$ cat src/rtl/sm3_adder_pipe.sv
// ============================================================================
// Module   : sm3_adder_pipe
// Brief    : Pipelined NUM_IN-operand modulo-2^WIDTH adder with valid/ready
//            handshake. Optional carry-out port: SM3_ADDER_PIPE_OVF_EN.
// Revision : 1.0 - initial release
// ============================================================================
`default_nettype none

module sm3_adder_pipe #(
    parameter int WIDTH  = 32,
    parameter int NUM_IN = 3,
    parameter int STAGES = 2
) (
    input  logic                     clk,
    input  logic                     rst_n,
    input  logic                     i_clr,
    input  logic                     i_vld,
    output logic                     i_rdy,
    input  logic [NUM_IN*WIDTH-1:0]  i_data,
    output logic                     o_vld,
    input  logic                     o_rdy,
    output logic [WIDTH-1:0]         o_sum
`ifdef SM3_ADDER_PIPE_OVF_EN
    ,
    output logic [$clog2(NUM_IN)-1:0] o_ovf
`endif
);

`ifdef SM3_ADDER_PIPE_OVF_EN
    localparam int c_OVW = $clog2(NUM_IN);
    localparam int c_AW  = WIDTH + c_OVW;
`else
    localparam int c_AW  = WIDTH;
`endif

    // Operand k is folded into the partial sum at this stage; later stages
    // just carry it forward in the operand register.
    function automatic int stage_of(input int k);
        return (k * STAGES) / NUM_IN;
    endfunction

    logic [STAGES-1:0]        r_vld;
    logic [c_AW-1:0]          r_acc     [STAGES];
    logic [NUM_IN*WIDTH-1:0]  r_ops     [STAGES];

    logic [STAGES-1:0]        w_adv;
    logic [STAGES-1:0]        w_up_vld;
    logic [c_AW-1:0]          w_acc_src [STAGES];
    logic [NUM_IN*WIDTH-1:0]  w_ops_src [STAGES];
    logic [c_AW-1:0]          w_acc_nxt [STAGES];
    logic                     w_unused_ops;

    // A stage may advance if it is empty or everything downstream can move.
    always_comb begin
        logic t;
        t = o_rdy;
        for (int s = STAGES - 1; s >= 0; s--) begin
            t        = ~r_vld[s] | t;
            w_adv[s] = t;
        end
    end

    always_comb begin
        w_up_vld     = '0;
        w_up_vld[0]  = i_vld & ~i_clr;
        w_acc_src[0] = '0;
        w_ops_src[0] = i_data;
        for (int s = 1; s < STAGES; s++) begin
            w_up_vld[s]  = r_vld[s-1];
            w_acc_src[s] = r_acc[s-1];
            w_ops_src[s] = r_ops[s-1];
        end
        for (int s = 0; s < STAGES; s++) begin
            w_acc_nxt[s] = w_acc_src[s];
            for (int k = 0; k < NUM_IN; k++) begin
                if (stage_of(k) == s) begin
                    w_acc_nxt[s] = w_acc_nxt[s] + c_AW'(w_ops_src[s][k*WIDTH +: WIDTH]);
                end
            end
        end
    end

    always_ff @(posedge clk or negedge rst_n) begin
        if (!rst_n) begin
            r_vld <= '0;
            for (int s = 0; s < STAGES; s++) begin
                r_acc[s] <= '0;
                r_ops[s] <= '0;
            end
        end else begin
            for (int s = 0; s < STAGES; s++) begin
                if (i_clr) begin
                    r_vld[s] <= 1'b0;
                end else if (w_adv[s]) begin
                    r_vld[s] <= w_up_vld[s];
                end
                if (w_adv[s] && w_up_vld[s] && !i_clr) begin
                    r_acc[s] <= w_acc_nxt[s];
                    r_ops[s] <= w_ops_src[s];
                end
            end
        end
    end

    // The last stage has no consumer for its operand copy.
    assign w_unused_ops = ^r_ops[STAGES-1];

    assign i_rdy = rst_n & ~i_clr & w_adv[0];
    assign o_vld = r_vld[STAGES-1];
    assign o_sum = r_acc[STAGES-1][WIDTH-1:0];

`ifdef SM3_ADDER_PIPE_OVF_EN
    assign o_ovf = r_acc[STAGES-1][c_AW-1:WIDTH];
`endif

endmodule

`default_nettype wire

$ cat config.mk
export PLATFORM = sky130hd
export DESIGN_NAME = sm3_adder_pipe
export DESIGN_NICKNAME = d
export VERILOG_FILES = /design/src/rtl/sm3_adder_pipe.sv
export SDC_FILE = /design/constraint.sdc
export NUM_CORES = 1
export LEC_CHECK = 0
export ABC_CLOCK_PERIOD_IN_PS = 2200
export BUFFER_PORTS_ARGS = -buffer_cell sky130_fd_sc_hd__buf_2
export CORE_MARGIN = 2
export CORE_UTILIZATION = 30
export CTS_BUF_LIST = sky130_fd_sc_hd__clkbuf_4
export DETAILED_ROUTE_END_ITERATION = 7
export PLACE_DENSITY = 0.51
export SYNTH_ARGS = -nofsm -noshare
export SYNTH_HDL_FRONTEND = slang
export SYNTH_SLANG_ARGS = --single-unit
$ cat constraint.sdc
create_clock -name clk -period 2.2 [get_ports clk]
set_input_delay 0 -clock clk [delete_from_list [all_inputs] [get_ports clk]]
set_output_delay 0 -clock clk [all_outputs]
set_load 0.03 [all_outputs]
==> results.md <==
- After synthesis, the cell types taking the most area are dfrtp_1 (34%), ha_1 (11%), nand2_1 (10%).
- TritonCTS built the clock tree.
- In the final layout, the multi-input gates occupy 0.004572 mm^2.
- The average footprint of a synthesized cell is 8.238 um^2.
- After technology mapping, the gate count stands at 877.
- The leakage power figure is 4.559 nW.
- Compared with the post-synthesis result, the final layout area differs by 30.98%.
- 135 I/O pins were placed.
- The initial antenna violation count is 1.
- The synthesized design devotes to its leading area cell type 33.95% of total area.
- The layer with the highest usage after global routing is met2.
- The wire length per cell is 14.38 um.
- The via count of the first global-routing pass came to 6642.
- Setup repair after global routing could not meet its margin everywhere.
- The count of final hold-check violations came to 0.
- The footprint of the flip-flops and latches is 0.002452 mm^2.
- The global-route usage over all layers is 16.27%.
- The first-pass GRT wire length is 33.92 mm.
- The number of remaining DRC errors is 0.
- After legalization and detailed placement, the total HPWL measured 16.26 mm.
- Measured along the x axis, the die boundary spans 159.2 um.
- Across the routed clock network, the largest skew measured is 22.90 ps.
- The clock insertion delay at the later pin of the skew report is 480 ps.
- The flow ran to the end, but the final reports show violations.
- The floorplan row count is 56.
- The area inside the core boundary is 0.02354 mm^2.
- The pin count of the biggest net entering global routing is 72.
- Input and output buffers added on the ports amount to 134.
- The max-slew violation count is 0.
- Global routing consumed, on the met3 layer, 2.006% of the routing resources.
- The checks that failed: setup timing.
- In this run the worst path has a maximum fanout of 4.
- Clock tree synthesis found a total of 98 sinks.
- The overall routed net length is 20.33 mm.
- The die covers 0.02534 mm^2.
- The placed instances occupy a cell area of 0.008687 mm^2.
- Clock tree synthesis selected as its root buffer the cell clkbuf_4.
- Global routing consumed, on the met1 layer, 23.82% of the routing resources.
- Among all flip-flop cells after synthesis, the most frequent one is dfrtp_1.
- Together, buffers and inverters on the worst path number 0.
- The power density over the cells is 834.9 mW/mm^2.
- The classification of the worst-slack hold path is input pin to flip-flop.
- Setup violations remaining at the end of the flow were counted as 18.
- Summing the sequential cell areas from Yosys gives 33.95% of the chip area.
- The initial core utilization is 30.69%.
- The number of distinct library cells after synthesis is 66.
- The type of origin of the critical path is a flip-flop.
- The highest-delay cell along the critical path is or4_4.
- Counting every net in the synthesized netlist gives 1042.
- After layout, the design draws a total of 0.007901 W.
- The cell area that synthesis handed to floorplanning was 0.007224 mm^2.
- The number of nets in the layout is 1254.
- For the worst setup path, the data required time is 2620 ps.
- nand2_1 is the most common cell in the netlist.
- The clock transition at the register clock pins on the worst setup and hold paths after CTS is 150 ps.
- The detailed router's first-iteration violation count is 387.
- The maximum clock frequency is 416.7 MHz.
- Yosys mapped a number of flops with a built-in enable equal to 0.
- The post-synthesis cell type with the largest combined area is dfrtp_1.
- The worst endpoint data arrival time is 2820 ps.
- The pre-antenna-repair detailed-routing pass consisted of 5 iterations.
- The worst-case IR drop observed on VDD is 0.0002608 V.
- The share of flip-flops with an asynchronous set or reset is 100.0%.
- The fraction of layout cells with a size suffix above 1 is 26.97%.
- The tool flagged a number of max-cap violations equal to 0.
- Once placement completed, the tool counted placed cells totaling 1351.
- The final cell area excluding filler cells is 0.009463 mm^2.
- The routed via count divided by cell count is 4.743.
- The routed design could run at a clock period as short as 2400 ps.
- On the critical path the largest part of the delay comes from simple AND/OR/NAND/NOR gates.
- The count of synthesis-stage warnings from yosys is 0.
- The kind of critical path is flip-flop to flip-flop.
- The die boundary height is 159.2 um.
- The final period utilization is 109.1%.
- The maximum clock insertion buffer count is 2.
- Once detail routing completed, the nets flagged for antenna violations numbered 0.
- The worst setup path is captured at a flip-flop.
- Headroom to the max-slew limit came out at 59.14%.
- For this run the aggregate overflow at the end of global routing stands at 0.
- The H-tree was split into 3 levels.
- Setup slack on the critical path of the routed design comes to -199.9 ps.
- The routed layout has 6706 vias.
- The finished layout holds 1414 standard cells, fillers aside.
- For met2 alone, demand over resource in global routing was 25.04%.
- In this design, the stage delay of the slowest critical-path cell is 510 ps.
- The transition at the pin with the smallest max-transition slack is 609.2 ps.
- The layout has 2502 filler cells.
- Ranked by instance count, the synthesized netlist is headed by nand2_1 (200), dfrtp_1 (98), o21ai_0 (69), ha_1 (62), a21oi_1 (59).
- The flop and latch count out of synthesis is 98.
- The last weighted congestion value of the routability-driven placer is 0.9148.
- Buffers inserted during clock tree synthesis total 9.
- The signal on the critical path passes through ha_2, fa_2, a21o_1, a221oi_4, or4_4, a31oi_4, a21oi_2, or4_1, nand3_1.
## per-stage QoR
step	setup slack (ps)	TNS (ps)	util (%)	hold WS (ps)
2_1_floorplan	-81.30	-81.30	-	-295.6
3_3_place_gp	-189.9	-2660	36.90	87.23
3_5_place_dp	-203.1	-3257	36.90	84.35
4_1_cts	-219.1	-2037	39.50	0.6890
5_1_grt	-304.7	-3965	40.19	32.04
6_report	-199.9	-1410	40.19	42.69
## final cells by class
| class | instances | share of cell area [%] |
|---|---|---|
| multi-input cells | 702 | 48.31 |
| flip-flops and latches | 98 | 25.92 |
| well taps | 319 | 4.218 |
| clock buffers | 10 | 0.7933 |
| repair buffers | 271 | 19.75 |
| diodes | 1 | 0.02644 |
| inverters | 7 | 0.2777 |
| clock inverters | 6 | 0.7008 |
## registers in the layout (all words and copies together) (netlist names)
signal / count
r_ops: 32
r_vld: 2
o_sum: 32
r_acc: 32
## cell usage in the layout (no fill, tap or decap), types with 11 or more instances in the layout
| master | count |
|---|---|
| o21ai_1 | 17 |
| dlygate4sd3_1 | 41 |
| nand2_1 | 199 |
| nand3_1 | 20 |
| ha_1 | 56 |
| xnor2_1 | 21 |
| buf_2 | 133 |
| buf_4 | 89 |
| nor2_1 | 35 |
| nand4_1 | 13 |
| o21bai_1 | 11 |
| a21o_1 | 23 |
| a21oi_1 | 56 |
| dfrtp_1 | 98 |
| xor2_1 | 26 |
| o21ai_0 | 66 |
## metal layers
layer / up-vias / routed length [um]
li1: 3508 / -
met1: 3025 / 10470
met2: 150 / 8892
met3: 23 / 613
met4: 0 / 351
met5: - / 0
## worst paths after layout
check	start	to	slack, ps	cells after the start
setup / recovery	r_ops[160]	o_sum[26]	-200	9
hold reg to reg	o_sum[11]	o_sum[11]	470	2
max in group asynchronous	rst_n	r_ops[186]	1660	3
hold / removal	i_data[36]	r_acc[36]	40	4
setup reg to reg	r_ops[160]	o_sum[26]	-200	9
min in group asynchronous	rst_n	r_acc[42]	100	3
## report_power, final
group	internal, W	switching (W)
Combinational	0.00187	0.00246
Clock	0.000361	0.000642
Sequential	0.00226	0.000303
## cell families (layout without fill, tap and decap cells)
logic type                 after synthesis  after routing  share of synthesized area [%]
AOI/OAI and AO/OA                      257            257                          22.69
xor gates and xnor gates                50             50                          6.062
adders and majority gates               64             64                          11.29
buffers and inverters                   77            294                          5.681
DFF                                     98             98                          33.95
muxes                                    1              1                         0.1386
other                                    0              1                              0
and+or+nand+nor                        330            330                          20.19
## worst reg2reg max path, delay by kind of cell (launching register included)
kind / cells / cell delay [ps]
adders and majority gates: 2 / 390
DFF: 1 / 390
AOI/OAI and AO/OA: 4 / 570
and+or+nand+nor: 3 / 1000
## timing repair
| item | CTS | global route |
|---|---|---|
| cloned | 0 | 0 |
| setup endpoints to repair | 19 | 22 |
| buffers inserted | 1 | 4 |
| pin swaps | 5 | 27 |
| hold endpoints to repair | 138 | 0 |
| hold buffers | 41 | 0 |
| resized for setup | 9 | 26 |
(Power assumes the default switching activity.)
